--- src/rtl/dbg_pkg.sv ---
// Shared encodings for the CPU debug/run controller: command codes,
// run states and halt causes.
package dbg_pkg;

    localparam int unsigned CMD_W = 3;
    localparam int unsigned IDX_W = 3;
    localparam int unsigned PC_W  = 32;

    localparam logic [CMD_W-1:0] CMD_NOP     = 3'd0;
    localparam logic [CMD_W-1:0] CMD_RUN     = 3'd1;
    localparam logic [CMD_W-1:0] CMD_STEP    = 3'd2;
    localparam logic [CMD_W-1:0] CMD_HALT    = 3'd3;
    localparam logic [CMD_W-1:0] CMD_BP_SET  = 3'd4;
    localparam logic [CMD_W-1:0] CMD_BP_CLR  = 3'd5;
    localparam logic [CMD_W-1:0] CMD_CNT_CLR = 3'd6;

    typedef enum logic [1:0] {
        ST_HALT = 2'd0,
        ST_RUN  = 2'd1,
        ST_STEP = 2'd2
    } state_t;

    typedef enum logic [1:0] {
        CAUSE_CMD  = 2'd0,
        CAUSE_BP   = 2'd1,
        CAUSE_STOP = 2'd2,
        CAUSE_STEP = 2'd3
    } cause_t;

endpackage

--- src/rtl/bp_match.sv ---
// PC breakpoint register file with a lowest-index-wins match against the
// current core PC. Writes land next cycle, so a same-cycle match sees old data.
module bp_match
    import dbg_pkg::*;
#(
    parameter int unsigned NBP = 4
) (
    input  logic             clk,
    input  logic             rst,
    input  logic             wr_set,
    input  logic             wr_clr,
    input  logic [IDX_W-1:0] wr_idx,
    input  logic [PC_W-1:0]  wr_addr,
    input  logic [PC_W-1:0]  pc,
    output logic             hit_c,
    output logic [IDX_W-1:0] hit_idx_c
);

    logic [PC_W-1:0] r_bp_addr [NBP];
    logic [NBP-1:0]  r_bp_vld;

    // Indices at or above NBP never compare equal, so such writes are dropped.
    always_ff @(posedge clk or posedge rst) begin
        if (rst) begin
            r_bp_vld <= '0;
            for (int i = 0; i < int'(NBP); i++) begin
                r_bp_addr[i] <= '0;
            end
        end else begin
            for (int i = 0; i < int'(NBP); i++) begin
                if (wr_idx == IDX_W'(i)) begin
                    if (wr_set) begin
                        r_bp_vld[i]  <= 1'b1;
                        r_bp_addr[i] <= wr_addr;
                    end else if (wr_clr) begin
                        r_bp_vld[i]  <= 1'b0;
                    end
                end
            end
        end
    end

    // Scan downward so the lowest matching index is the one left standing.
    always_comb begin
        hit_c     = 1'b0;
        hit_idx_c = '0;
        for (int i = int'(NBP) - 1; i >= 0; i--) begin
            if (r_bp_vld[i] && (r_bp_addr[i] == pc)) begin
                hit_c     = 1'b1;
                hit_idx_c = IDX_W'(i);
            end
        end
    end

endmodule

--- src/rtl/cpu_dbg_ctrl.sv ---
// Debug/run controller: gates core progress with cpu_en, handles run/step/halt,
// PC breakpoints and core stop, grants the debug port while halted, counts cycles.
module cpu_dbg_ctrl
    import dbg_pkg::*;
#(
    parameter int unsigned NBP = 4,
    parameter int unsigned CW  = 32
) (
    input  logic             clk,
    input  logic             rst,
    input  logic             cmd_valid,
    input  logic [2:0]       cmd,
    input  logic [2:0]       cmd_idx,
    input  logic [31:0]      cmd_addr,
    input  logic [31:0]      pc,
    input  logic             ir_load,
    input  logic             core_stop,
    output logic             cpu_en,
    input  logic             dbg_req,
    output logic             dbg_gnt,
    output logic [1:0]       state,
    output logic [1:0]       halt_cause,
    output logic [2:0]       bp_hit_idx,
    output logic [CW-1:0]    cycle_cnt,
    output logic [CW-1:0]    inst_cnt
);

    state_t           r_state;
    state_t           w_state_nxt;
    cause_t           r_cause;
    cause_t           w_cause_nxt;
    logic [IDX_W-1:0] r_bp_hit_idx;
    logic [IDX_W-1:0] w_hit_idx_nxt;
    logic             r_skip_bp;
    logic             w_skip_nxt;
    logic             r_step_seen;
    logic             w_step_seen_nxt;
    logic             r_halt_pend;
    logic             w_halt_pend_nxt;
    logic             r_dbg_gnt;
    logic [CW-1:0]    r_cycle_cnt;
    logic [CW-1:0]    r_inst_cnt;

    logic             w_cpu_en;
    logic             w_bp_hit;
    logic [IDX_W-1:0] w_bp_idx;
    logic             w_bp_stop;
    logic             w_halt_at;
    logic             w_step_done;

    // Run/step requests are swallowed while the debug port owns the core.
    logic w_cmd_run, w_cmd_step, w_cmd_halt, w_cmd_set, w_cmd_clr, w_cmd_cnt_clr;
    assign w_cmd_run     = cmd_valid && (cmd == CMD_RUN)  && !r_dbg_gnt;
    assign w_cmd_step    = cmd_valid && (cmd == CMD_STEP) && !r_dbg_gnt;
    assign w_cmd_halt    = cmd_valid && (cmd == CMD_HALT);
    assign w_cmd_set     = cmd_valid && (cmd == CMD_BP_SET);
    assign w_cmd_clr     = cmd_valid && (cmd == CMD_BP_CLR);
    assign w_cmd_cnt_clr = cmd_valid && (cmd == CMD_CNT_CLR);

    bp_match #(
        .NBP (NBP)
    ) u_bp_match (
        .clk       (clk),
        .rst       (rst),
        .wr_set    (w_cmd_set),
        .wr_clr    (w_cmd_clr),
        .wr_idx    (cmd_idx),
        .wr_addr   (cmd_addr),
        .pc        (pc),
        .hit_c     (w_bp_hit),
        .hit_idx_c (w_bp_idx)
    );

    // Next-state and core enable; stop priority is core_stop > breakpoint > halt.
    always_comb begin
        w_state_nxt     = r_state;
        w_cause_nxt     = r_cause;
        w_hit_idx_nxt   = r_bp_hit_idx;
        w_skip_nxt      = r_skip_bp;
        w_step_seen_nxt = r_step_seen;
        w_halt_pend_nxt = r_halt_pend;
        w_cpu_en        = 1'b0;
        w_bp_stop       = 1'b0;
        w_halt_at       = 1'b0;
        w_step_done     = 1'b0;
        case (r_state)
            ST_HALT: begin
                if (w_cmd_run) begin
                    w_state_nxt = ST_RUN;
                    w_skip_nxt  = 1'b1;
                end else if (w_cmd_step) begin
                    w_state_nxt     = ST_STEP;
                    w_step_seen_nxt = 1'b0;
                end
            end
            ST_RUN: begin
                w_bp_stop = ir_load && !r_skip_bp && w_bp_hit;
                w_halt_at = ir_load && (r_halt_pend || w_cmd_halt);
                w_cpu_en  = !(w_bp_stop || w_halt_at);
                if (ir_load) begin
                    w_skip_nxt = 1'b0;
                end
                if (w_cmd_halt) begin
                    w_halt_pend_nxt = 1'b1;
                end
                if (core_stop) begin
                    w_state_nxt = ST_HALT;
                    w_cause_nxt = CAUSE_STOP;
                end else if (w_bp_stop) begin
                    w_state_nxt   = ST_HALT;
                    w_cause_nxt   = CAUSE_BP;
                    w_hit_idx_nxt = w_bp_idx;
                end else if (w_halt_at) begin
                    w_state_nxt = ST_HALT;
                    w_cause_nxt = CAUSE_CMD;
                end
            end
            ST_STEP: begin
                // Entry fetch loads the instruction; the next fetch ends the step.
                w_step_done = ir_load && r_step_seen;
                w_cpu_en    = !w_step_done;
                if (ir_load) begin
                    w_step_seen_nxt = 1'b1;
                end
                if (core_stop) begin
                    w_state_nxt = ST_HALT;
                    w_cause_nxt = CAUSE_STOP;
                end else if (w_step_done) begin
                    w_state_nxt = ST_HALT;
                    w_cause_nxt = CAUSE_STEP;
                end
            end
            default: begin
                w_state_nxt = ST_HALT;
            end
        endcase
        if (w_state_nxt == ST_HALT) begin
            w_halt_pend_nxt = 1'b0;
        end
    end

    always_ff @(posedge clk or posedge rst) begin
        if (rst) begin
            r_state      <= ST_HALT;
            r_cause      <= CAUSE_CMD;
            r_bp_hit_idx <= '0;
            r_skip_bp    <= 1'b0;
            r_step_seen  <= 1'b0;
            r_halt_pend  <= 1'b0;
            r_dbg_gnt    <= 1'b0;
        end else begin
            r_state      <= w_state_nxt;
            r_cause      <= w_cause_nxt;
            r_bp_hit_idx <= w_hit_idx_nxt;
            r_skip_bp    <= w_skip_nxt;
            r_step_seen  <= w_step_seen_nxt;
            r_halt_pend  <= w_halt_pend_nxt;
            r_dbg_gnt    <= dbg_req && (w_state_nxt == ST_HALT);
        end
    end

    // Clear beats a coincident increment.
    always_ff @(posedge clk or posedge rst) begin
        if (rst) begin
            r_cycle_cnt <= '0;
            r_inst_cnt  <= '0;
        end else if (w_cmd_cnt_clr) begin
            r_cycle_cnt <= '0;
            r_inst_cnt  <= '0;
        end else begin
            if (w_cpu_en) begin
                r_cycle_cnt <= r_cycle_cnt + CW'(1);
            end
            if (w_cpu_en && ir_load) begin
                r_inst_cnt <= r_inst_cnt + CW'(1);
            end
        end
    end

    assign cpu_en     = w_cpu_en && !rst;
    assign dbg_gnt    = r_dbg_gnt;
    assign state      = r_state;
    assign halt_cause = r_cause;
    assign bp_hit_idx = r_bp_hit_idx;
    assign cycle_cnt  = r_cycle_cnt;
    assign inst_cnt   = r_inst_cnt;

endmodule

--- config.mk ---
export PLATFORM = sky130hd
export DESIGN_NAME = cpu_dbg_ctrl
export DESIGN_NICKNAME = d
export VERILOG_FILES = /design/src/rtl/dbg_pkg.sv /design/src/rtl/bp_match.sv /design/src/rtl/cpu_dbg_ctrl.sv
export SDC_FILE = /design/constraint.sdc
export NUM_CORES = 1
export LEC_CHECK = 0
export BUFFER_PORTS_ARGS = -buffer_cell sky130_fd_sc_hd__buf_2
export CAP_MARGIN = 0
export CORE_MARGIN = 2
export CORE_UTILIZATION = 60
export CTS_BUF_LIST = sky130_fd_sc_hd__clkbuf_4 sky130_fd_sc_hd__clkbuf_8
export CTS_CLUSTER_SIZE = 24
export DETAILED_ROUTE_END_ITERATION = 12
export MAX_ROUTING_LAYER = met4
export PLACE_DENSITY = 0.87
export SLEW_MARGIN = 0
export SYNTH_ARGS = -nofsm -noshare
export SYNTH_HDL_FRONTEND = slang
export SYNTH_SLANG_ARGS = --single-unit
--- constraint.sdc ---
create_clock -name clk -period 7.2 [get_ports clk]
set_input_delay 0.72 -clock clk [delete_from_list [all_inputs] [get_ports clk]]
set_output_delay 0.72 -clock clk [all_outputs]
set_load 0.005 [all_outputs]
After elaboration in Yosys (flattened, before gate mapping)
Index checks and enable logic that the tools add are counted.

word-level totals
  register bits after elaboration = 207
  input port bits = 76
  output and inout port bits = 73
  word-level logic and storage cells = 131

operators by class
  add/subtract/negate cells = 2
  eq/ne operators = 22
  multiplexer cells = 39
  bitwise gates (word level) = 1
  reductions and logical operators = 50

operators by type and width
  kind                                                              count
  32-bit == test                                                    4
  32-bit two-way mux                                                4
  32-bit by 1-bit adder with 32-bit output (second input constant)  2
  2-bit two-way mux                                                 16
  1-bit logical AND                                                 19
  2-bit AND reduction                                               9
  2-bit nonzero test                                                8
  1-bit two-way mux                                                 14
  3-bit by 2-bit == test with 1-bit output (second input constant)  4
  2-bit != test (second input constant)                             5
  3-bit == test (second input constant)                             3
  3-bit AND reduction                                               3
  3-bit by 1-bit == test with 1-bit output (second input constant)  2
  1-bit one-hot mux with 2 select lines                             3
  2-bit one-hot mux with 3 select lines                             1
  1-bit zero test                                                   5
  2-bit zero test                                                   2
  4-bit != test (second input constant)                             1
  2-bit one-hot mux with 2 select lines                             1
  4-bit AND reduction                                               1
  3-bit zero test                                                   1
  3-bit != test (second input constant)                             1
  2-bit by 1-bit == test with 1-bit output (second input constant)  1
  2-bit == test (second input constant)                             1
  2 further kinds                                                   3

Depth between registers and ports, before layout
Gate-level depths: netlist of run 1.

  word-level depth = 13
  depth in mapped cells = 12
  depth with buffers taken out = 10

Cells and area by module
A second synthesis of run 1 with hierarchy kept.

unflattened totals
  cell total of the unflattened synthesis = 908
  area total of the unflattened synthesis = 10460.0 um^2

by module, submodules not included
  module        times used  cells each  area each (um^2)  sequential area each (um^2)
  bp_match      1           479         6406.1            3303.2
  cpu_dbg_ctrl  1           429         4053.9            1876.8

Worst setup path after synthesis of run 1
No wires, ideal clock.

  kind = input port to output port
  start = input port pc[25]
  end = output port cpu_en
  data arrival time = 2334 ps
  required time = 6480 ps
  setup slack = 4146 ps
  stages on the path = 8
  path buffers = 1
  cell sequence = xor2_1 > nor4_1 > nand4_1 > or4_1 > buf_2 > and4_1 > nor2_1 > nor3_1

between the ends
  word-level cells in the longest chain between the ends = 11
  elaborated cells on any way between the ends = 17
  those cells by class = eq/ne (4); mux (5); reduce/logical (8)

ends and longest elaborated chain
  element                                  RTL line             source
  start, declared                          cpu_dbg_ctrl.sv:15   input logic [31:0] pc,
  32-bit == test                           bp_match.sv:48       if (r_bp_vld[i] && (r_bp_addr[i] == pc)) begin
  1-bit logical AND                        bp_match.sv:48
  1-bit two-way mux (3 in a row)           bp_match.sv:48
  1-bit two-way mux *                      bp_match.sv:48
  1-bit logical AND *                      cpu_dbg_ctrl.sv:97   w_bp_stop = ir_load && !r_skip_bp && w_bp_hit;
  1-bit logical OR *                       cpu_dbg_ctrl.sv:99   w_cpu_en = !(w_bp_stop || w_halt_at);
  1-bit zero test *                        cpu_dbg_ctrl.sv:99
  1-bit one-hot mux with 2 select lines *  cpu_dbg_ctrl.sv:86   case (r_state)
  1-bit logical AND *                      cpu_dbg_ctrl.sv:180  assign cpu_en = w_cpu_en && !rst;
  end, declared                            cpu_dbg_ctrl.sv:18   output logic cpu_en,

Every way passes the cells marked *; elsewhere a longest branch is shown, timed or not.

Worst setup path in the final report of run 1
  start = register u_bp_match.r_bp_addr[111] in the netlist's numbering
  end = output port cpu_en

between the ends
  word-level cells in the longest chain between the ends = 8

ends and longest elaborated chain
  element                                RTL line             source
  start, declared                        bp_match.sv:19       logic [PC_W-1:0] r_bp_addr [NBP];
  start signal, assigned by index        bp_match.sv:34       r_bp_addr[i] <= wr_addr;
  32-bit == test                         bp_match.sv:48
  1-bit logical AND                      bp_match.sv:48
  1-bit two-way mux                      bp_match.sv:48
  1-bit logical AND                      cpu_dbg_ctrl.sv:97
  1-bit logical OR                       cpu_dbg_ctrl.sv:99
  1-bit zero test                        cpu_dbg_ctrl.sv:99
  1-bit one-hot mux with 2 select lines  cpu_dbg_ctrl.sv:86
  1-bit logical AND                      cpu_dbg_ctrl.sv:180

No other way between the ends.

==> results of run 1 <==
==> routing by layer <==
| metal | track usage [%] | routed length [microns] | vias up |
|---|---|---|---|
| li1 | - | - | 3591 |
| met1 | 37.0 | 10900 | 3896 |
| met2 | 46.8 | 12600 | 322 |
| met3 | 6.04 | 1900 | 65 |
| met4 | 11.7 | 803 | 0 |
| met5 | - | 0 | - |
==> layout make-up <==
type | count | area (sq um)
Inverter | 17 | 71.3
Multi-Input combinational cell | 670 | 5160
Sequential cell | 206 | 5150
Clock buffer | 50 | 632
Fill cell | 1179 | 5050
Antenna cell | 5 | 12.5
Tap cell | 225 | 282
Timing Repair Buffer | 152 | 773
Clock inverter | 11 | 96.3
==> stage by stage <==
stage | area [sq um] | setup slack, ns | instances | hold slack (ns)
global placement | 11400 | 3.43 | 1270 | 0.460
global route | 12200 | 3.14 | 1334 | 0.427
finish | 12200 | 3.21 | 1336 | 0.383
floorplan | 10500 | 0.856 | 929 | 0.443
CTS | 12200 | 3.23 | 1331 | 0.422
detailed placement | 11400 | 3.41 | 1270 | 0.467
==> kinds of logic (layout without fill, tap and decap cells) <==
logic type / after synthesis / count (layout) / share of synthesized area (%)
flip-flops: 206 / 206 / 49.0
other: 1 / 6 / 0.0357
multiplexers: 130 / 130 / 13.9
AND/OR/NAND/NOR: 273 / 273 / 13.9
AO/OA/AOI/OAI: 88 / 88 / 5.85
adder cells (fa/ha/maj): 6 / 6 / 0.714
buffers and inverters: 53 / 230 / 2.28
XOR/XNOR: 172 / 172 / 14.3
==> worst paths after layout <==
| check | start | end | slack (ns) | cells after the start |
|---|---|---|---|---|
| max in group asynchronous | rst | inst_cnt[17] | 5.48 | 3 |
| min in group clk | dbg_req | dbg_gnt | 0.43 | 2 |
| worst max register to register | u_bp_match.r_bp_addr[111] | inst_cnt[24] | 3.87 | 8 |
| worst min register to register | u_bp_match.r_bp_vld[0] | u_bp_match.r_bp_vld[0] | 0.49 | 1 |
| worst max-delay path | u_bp_match.r_bp_addr[111] | cpu_en | 3.21 | 8 |
| worst min-delay path | rst | cycle_cnt[5] | 0.38 | 2 |
==> cell usage in the layout, fill, tap and decap left out, types with 3 or more instances in the layout <==
| cell | n |
|---|---|
| nor4_1 | 30 |
| o21ai_0 | 11 |
| ha_1 | 6 |
| clkbuf_4 | 9 |
| nor3_1 | 14 |
| a2111oi_0 | 7 |
| a31o_2 | 6 |
| xor2_1 | 93 |
| nand2b_1 | 5 |
| nor2b_1 | 3 |
| xnor2_1 | 79 |
| nor4b_1 | 4 |
| nor2_1 | 66 |
| diode_2 | 5 |
| nand3b_1 | 4 |
| and2_1 | 8 |
| nand2_1 | 53 |
| nor3b_1 | 5 |
| clkinv_2 | 6 |
| a21oi_1 | 32 |
| mux2_2 | 128 |
| clkbuf_8 | 41 |
| dfrtp_1 | 206 |
| a21o_1 | 5 |
| nand3_1 | 19 |
| and4_1 | 6 |
| buf_4 | 5 |
| inv_1 | 16 |
| nand4_1 | 26 |
| buf_2 | 147 |
| and3_1 | 9 |
| a211oi_1 | 8 |
| nor2_4 | 3 |
| and4_4 | 3 |
==> power groups by stage <==
stage | sequential [uW] | clock (uW) | combinational (uW)
finish | 1380 | 1090 | 477
global route | 1390 | 1160 | 522
CTS | 1380 | 1110 | 476
detailed placement | 1390 | 0 | 468
global placement | 1380 | 0 | 454
floorplan | 1370 | 0 | 313
==> registers in the layout, summed over array words and instances (netlist names), 2 cells and up <==
register              count
bp_hit_idx                2
cycle_cnt                32
halt_cause                2
inst_cnt                 32
state                     2
u_bp_match.r_bp_addr    128
u_bp_match.r_bp_vld       4
==> worst max-delay path, delay by kind of cell (launching register included) <==
family        cells  cell delay (ns)
simple gates      6             1.96
xor+xnor          1             0.20
flops             1             0.40
buf+inv           1             0.16
==> flow_summary.ini, run 1 <==
[drt]
routed_wl_microns = 26200
routedWlPerCell_microns = 19.6
via_per_inst = 5.89
antenna_violating_nets_post_route = 0
vias = 7874
dr.pass1.iters = 5
drc_errors = 0
drt_iter0_markers = 621

[die]
io_pins = 149
coreArea_sq_um = 17200
rows = 48
initial_core_util_pct = 61.0
dieArea_sq_um = 18600
die-width_microns = 136
fp.dieH_microns = 136

[synthesis]
syn_inst = 929
synth_area_sq_um = 10500
syn_nets = 1011
avgSynthCellArea_sq_um = 11.3
ys.warnings.count = 0
synth.top_cell.area_share_pct = 49.0
ys_types = 62
ys_seq_area_share_pct = 49.0
synthMostInstantiatedCell = dfrtp_1
ys_top_cells_by_count = dfrtp_1, mux2_2, xor2_1
yosysTopAreaCell = dfrtp_1
synth.area.top_cells = dfrtp_1, mux2_2, xor2_1
synth_edf_count = 0
synth_ff_type = dfrtp_1
async_flop_share_pct = 100
ys_ff_latch = 206

[timing]
post-route-period-util_pct = 55.5
rsz0062_at_grt = no
period_minus_slack_ns = 3.99
fin_setup_tns_ns = 0
skew_ns = 0.0364
slew_headroom_pct = 22.3
worst_pin_slew_ns = 1.16
hold_viol = 0
drv_slew = 0
timing.fmax_ghz = 0.250
setup_viol = 0

[pwr]
p_int_uw = 2110
p_seq_share_pct = 46.7
powerDensity_nw_per_um2 = 242
p_sw_share_pct = 28.3
p_leak_uw = 0.00587
total_power_uw = 2950
comb_power_share_pct = 16.2
switchingPower_uw = 834
vdd_drop_max_mv = 0.162
p_clk_share_pct = 37.0

[critical_path]
crit_required_ns = 6.48
crit_path_start_kind = flop
critPathKind = flop to output port
crit_path_max_fanout = 5
critPathSlowestCell = or3_1
critical_path.max_stage_delay_ns = 0.56
worst_setup_path_end_kind = output port
arrival_ns = 3.27
worstPathCellList = xor2_1 -> nor4_1 -> nand4_1 -> or3_1 -> and4_1 -> nor2_1 -> nor3_1 -> buf_2

[grt]
grt_overflow = 0
grt_pass1_vias = 7872
antenna_found_initial = 3
grtUsageTotal_pct = 29.4
grt_pass1_wl_microns = 40900
grt_max_degree = 150

[placement]
port_buffers = 147
dp_hpwl_microns = 17900
routabilityCongestion = 0.932

[cts]
clockBufferDepth = 3
htree_levels = 2
clk-insertion-delay-late_ns = 0.55
clk_pin_slew_ns = 0.06
tritoncts = built
ctsHoldBuffers = 0
cts_buffers = 36
cts_num_sinks = 206
cts_setup_buffers = 0
root_buffer = clkbuf_8
post_cts_resized = 0

[status]
outcome = completed

[job]
max_cap_violations = 0

[final_layout]
drive_gt1_share_pct = 33.3
synthToLayoutAreaGrowth_pct = 15.9
utilization_pct = 70.7
nets = 1165

[min_path]
hold_class = primary input to async pin
Power figures use the tool's default switching activity.
==> inputs of run 2 (changes only) <==
Settings changed: ABC_AREA set to 1, CORE_UTILIZATION 60 to 54, PLACE_DENSITY 0.87 to 0.82.
Clock period 7.2 ns to 3.4 ns, I/O delays scaled along.
==> run 2 against run 1 <==
Net effect:
- global-route usage increased by 0.19 points
- largest power group unchanged
- flip-flop and latch count did not move
- largest cell class is now registers
- sequential share of layout area shrank 2.4 points
- area after synthesis increased by 5.8%
==> flow_summary.ini, run 2 <==
[status]
outcome = completed

[critical_path]
critPathKind = flop to output port
crit_path_start_kind = flop
r2r_slack_ns = 0.91
worst_setup_path_end_kind = output port
arrival_ns = 2.55
crit_path_max_fanout = 14
crit_required_ns = 3.06

[grt]
grt_pass1_wl_microns = 50100
grtUsageTotal_pct = 29.6
grt_overflow = 0
grt_max_degree = 159
grt_pass1_vias = 9986
antenna_found_initial = 1

[timing]
worst_pin_slew_ns = 1.02
fin_setup_tns_ns = 0
period_minus_slack_ns = 2.89
post-route-period-util_pct = 85.0
skew_ns = 0.0148
slew_headroom_pct = 31.6
drv_slew = 0
timing.fmax_ghz = 0.346
hold_viol = 0
setup_viol = 0
rsz0062_at_grt = no

[min_path]
hold_class = primary input to flop

[cts]
tritoncts = built
cts_num_sinks = 206
clockBufferDepth = 3
clk_pin_slew_ns = 0.06
clk-insertion-delay-late_ns = 0.54
post_cts_resized = 0
cts_setup_buffers = 0
htree_levels = 2
root_buffer = clkbuf_8
cts_buffers = 38
ctsHoldBuffers = 0

[final_layout]
n_fill_cell = 1757
synthToLayoutAreaGrowth_pct = 16.2
drive_gt1_share_pct = 17.1
utilization_pct = 63.9
final_cell_mix = nand2_1, dfrtp_1, inv_1
nets = 1781
largest_register_ffs = 128
final_common_cell = nand2_1
top_register = u_bp_match.r_bp_addr

[pwr]
vdd_drop_max_mv = 0.324
powerDensity_nw_per_um2 = 523
p_int_uw = 4680
p_seq_share_pct = 44.7
p_clk_share_pct = 38.0
switchingPower_uw = 2080
comb_power_share_pct = 17.3
p_sw_share_pct = 30.7
p_leak_uw = 0.00686

[synthesis]
synth.area.top_cells = dfrtp_1, nand2_1, o21ai_0
syn_inst = 1544
synth_edf_count = 0
synthMostInstantiatedCell = nand2_1
synth.area.mux_share_pct = 0.101
ys_ff_latch = 206
synth_xor_area_share_pct = 1.97
synth_compound_area_share_pct = 12.2
ys_types = 49
synth_top_family_by_area = simple AND/OR/NAND/NOR gates
ys_seq_area_share_pct = 46.3
syn_nets = 1626
synthSimpleGateAreaFrac_pct = 29.0
synth_ff_type = dfrtp_1
synth.top_cell.area_share_pct = 46.3
ys.warnings.count = 0
synth_area_sq_um = 11100
async_flop_share_pct = 100
ys_top_cells_by_count = nand2_1, dfrtp_1, inv_1
yosysTopAreaCell = dfrtp_1
synth_fa_ha_area_share_pct = 0.675
avgSynthCellArea_sq_um = 7.21

[job]
max_cap_violations = 0

[drt]
routed_wl_microns = 30900
drc_errors = 0
dr.pass1.iters = 6
antenna_violating_nets_post_route = 0
drt_iter0_markers = 931
routedWlPerCell_microns = 15.5
via_per_inst = 5.25
vias = 10500

[die]
rows = 52
initial_core_util_pct = 55.0
io_pins = 149
fp.dieH_microns = 148
coreArea_sq_um = 20200
die-width_microns = 148
dieArea_sq_um = 21800

[placement]
port_buffers = 147
dp_hpwl_microns = 22400
routabilityCongestion = 0.982
==> run 2: cell families after synthesis <==
group           count (synthesis)
xor+xnor                       25
other cells                     1
compound gates                264
mux                             1
buf+inv                       276
flops                         206
simple gates                  765
fa+ha+maj                       6
==> run 2: metal layers <==
metal | part of all wire, % | wire [microns] | track usage [%]
met1 | 43 | 13400 | 39.0
met2 | 46 | 14200 | 46.0
met3 | 7.6 | 2360 | 5.77
met4 | 3.3 | 1030 | 10.4
met5 | 0 | 0 | -
==> run 2: worst paths after layout <==
check / from / depth (start not counted) / end
hold reg to reg: u_bp_match.r_bp_addr[15] / 2 / u_bp_match.r_bp_addr[15]
max in group asynchronous: rst / 3 / u_bp_match.r_bp_addr[113]
setup reg to reg: u_bp_match.r_bp_addr[78] / 17 / inst_cnt[9]
hold / removal: cmd_addr[8] / 3 / u_bp_match.r_bp_addr[72]
setup / recovery: u_bp_match.r_bp_addr[82] / 13 / cpu_en
min in group asynchronous: rst / 3 / cycle_cnt[12]
==> run 2: cell type report <==
cell class,instances,area [sq um],area share (%)
Antenna cell,1,2.50,0.0193
Clock buffer,59,749,5.80
Clock inverter,8,75.1,0.580
Inverter,238,900,6.96
Multi-Input combinational cell,1062,4920,38.0
Sequential cell,206,5150,39.9
Tap cell,270,338,2.61
Timing Repair Buffer,153,793,6.13
==> run 2: power by group through the flow <==
stage	registers (uW)	clock network, uW	logic (uW)
floorplan	3000	0	763
global placement	3040	0	1120
detailed placement	3050	0	1150
CTS	3020	2600	1160
global route	3060	2720	1330
finish	3020	2570	1170
==> run 2: worst max-delay path, stage by stage, from the launching register on <==
cell and delay [ns]:
dfrtp_1 0.40, a21boi_1 0.14, nand2_1 0.07, nor3_1 0.24
nand3_1 0.17, nor2_1 0.22, nor2_1 0.07, nand2_2 0.09
nand2_2 0.06, nand2_2 0.07, nand2_4 0.09, nand2_4 0.19
nor2_1 0.05, buf_2 0.12
==> run 2: stage by stage <==
stage / std cells / hold WS (ns) / total power, uW / worst slack (ns) / cell area [sq um]
after floorplan: 1544 / 0.435 / 3760 / 0.388 / 11100
after global placement: 1929 / 0.464 / 4170 / 0.868 / 12100
after detailed placement: 1929 / 0.474 / 4210 / 0.826 / 12100
after CTS: 1996 / 0.00168 / 6780 / 0.501 / 12900
after global routing: 1997 / 0.00813 / 7110 / 0.318 / 12900
final: 1997 / 0.0215 / 6760 / 0.511 / 12900
==> inputs of run 3 (changes only) <==
Settings changed: ABC_AREA 1 to 0, CORE_UTILIZATION 54 to 60, PLACE_DENSITY 0.82 to 0.87.
Clock period 3.4 ns to 2.8 ns, I/O delays scaled along.
==> run 3 against run 2 <==
Net effect:
- the flow now finishes with violations (negative setup slack)
- die area decreased by 15%
- clock skew increased by 0.024 ns
- power increased by 14%
- utilization increased by 10 points
- flip-flop and latch count unchanged
- design area decreased by 1.5%
- register-to-register slack got worse by 0.91 ns
- largest power group unchanged
- highest routed layer unchanged
==> flow_summary.ini, run 3 (synthesis results as in run 1) <==
[drt]
drc_errors = 0
vias = 8275
antenna_violating_nets_post_route = 0
via_per_inst = 5.96
dr.pass1.iters = 5
drt_iter0_markers = 640
routedWlPerCell_microns = 20.2
routed_wl_microns = 28000

[critical_path]
startpoint = u_bp_match.r_bp_addr[51]
critPathKind = flop to output port
arrival_ns = 2.68
crit_required_ns = 2.52
crit_path_start_kind = flop
r2r_slack_ns = 0
worst_setup_path_end_kind = output port
crit_path_max_fanout = 2
r2r_cells = 11
endpoint = cpu_en
r2r_start = u_bp_match.r_bp_addr[73]
r2r_end = inst_cnt[20]

[grt]
grt_pass1_wl_microns = 44300
grt_pass1_vias = 8296
grt_max_degree = 85
grtUsageTotal_pct = 31.6
antenna_found_initial = 6
grt_overflow = 0

[cts]
clk-insertion-delay-late_ns = 0.54
clockBufferDepth = 3
cts_buffers = 34
cts_num_sinks = 206
tritoncts = built
htree_levels = 2
root_buffer = clkbuf_8
clk_pin_slew_ns = 0.06

[die]
io_pins = 149
fp.dieH_microns = 136
dieArea_sq_um = 18600
initial_core_util_pct = 61.0
rows = 48
coreArea_sq_um = 17200
die-width_microns = 136

[final_layout]
drive_gt1_share_pct = 36.9
multi_input_area_sq_um = 5220
post-route-cell-area_sq_um = 12700
final_cell_mix = dfrtp_1, buf_2, mux2_2
regArea_sq_um = 5150
n_fill_cell = 1087
nets = 1213
top_register = u_bp_match.r_bp_addr
layout.cells.non_filler = 1388
final_common_cell = dfrtp_1
synthToLayoutAreaGrowth_pct = 21.1
largest_register_ffs = 128

[timing]
slew_headroom_pct = 51.9
drv_slew = 0
timing.fmax_ghz = 0.338
whs_ns = 0.0260
worst_pin_slew_ns = 0.719
setup_viol = 1
setup_slack_ns = -0.161
period_minus_slack_ns = 2.96
skew_ns = 0.0392
rsz0062_at_grt = yes
hold_viol = 0
post-route-period-util_pct = 106

[placement]
routabilityCongestion = 0.887
dpl_cell_area_sq_um = 11800
port_buffers = 147
dp_hpwl_microns = 18900
place_inst = 1307

[pwr]
p_leak_uw = 0.00616
powerDensity_nw_per_um2 = 605
total_power_uw = 7700
vdd_drop_max_mv = 0.489

[job]
max_cap_violations = 0

[min_path]
hold_class = primary input to flop

[status]
outcome = finished, violations left
failed_checks = negative setup slack
## run 3: layer usage
metal | GRT usage (%) | routed length, microns | vias to the layer above
met2 | 50.4 | 13600 | 413
met1 | 40.8 | 11300 | 4094
met5 | - | 0 | -
met4 | 11.9 | 1010 | 0
met3 | 5.44 | 2090 | 81
li1 | - | - | 3687
## run 3: metrics by stage
step / setup TNS (ns) / utilization, % / setup WS, ns
global route: -2.01 / 73.9 / -0.264
floorplan: -31.37 / - / -0.152
global placement: -0.743 / 68.3 / -0.0809
detailed placement: -2.15 / 68.3 / -0.130
finish: -0.161 / 73.9 / -0.161
CTS: -0.148 / 73.2 / -0.148
## run 3: cell type report
class	count	share of cell area (%)
antenna	7	0.138
clock inverter	4	0.422
tap	225	2.21
sequential	206	40.5
multi-input combinational	670	41.0
clock buffer	57	5.42
timing repair buffer	202	9.81
inverter	17	0.530
## run 3: what timing repair did
item                       CTS  global route
hold endpoints to repair    27             0
resized for setup           11             7
setup endpoints to repair   44            43
setup buffers                4             5
pin swaps                    8             8
hold buffers                 2             0
gates cloned                 0             2
## run 3: worst min-delay path by stage
stage / start / end / slack (ns) / cells past startpoint
2_1_floorplan: cmd_addr[29] / u_bp_match.r_bp_addr[125] / 0.43 / 1
3_3_place_gp: rst / cycle_cnt[4] / 0.44 / 2
3_5_place_dp: rst / cycle_cnt[4] / 0.44 / 2
4_1_cts: cmd_addr[28] / u_bp_match.r_bp_addr[124] / 0.01 / 2
5_1_grt: cmd_addr[28] / u_bp_match.r_bp_addr[124] / 0.02 / 2
6_report: cmd_addr[28] / u_bp_match.r_bp_addr[124] / 0.03 / 2
## run 3: critical path: stages, from the launching register on
cell     delay [ns]
dfrtp_1        0.39
xor2_1         0.15
nor4_1         0.33
buf_4          0.17
nand4_1        0.09
or4_4          0.55
and4_4         0.21
nor2_4         0.10
nor3_2         0.04
buf_2          0.12
## run 3: power breakdown
| part | internal, uW | switching [uW] | leakage, uW |
|---|---|---|---|
| Clock | 1650 | 1200 | 0.000390 |
| Sequential | 3300 | 247 | 0.00277 |
| Combinational | 617 | 690 | 0.00300 |
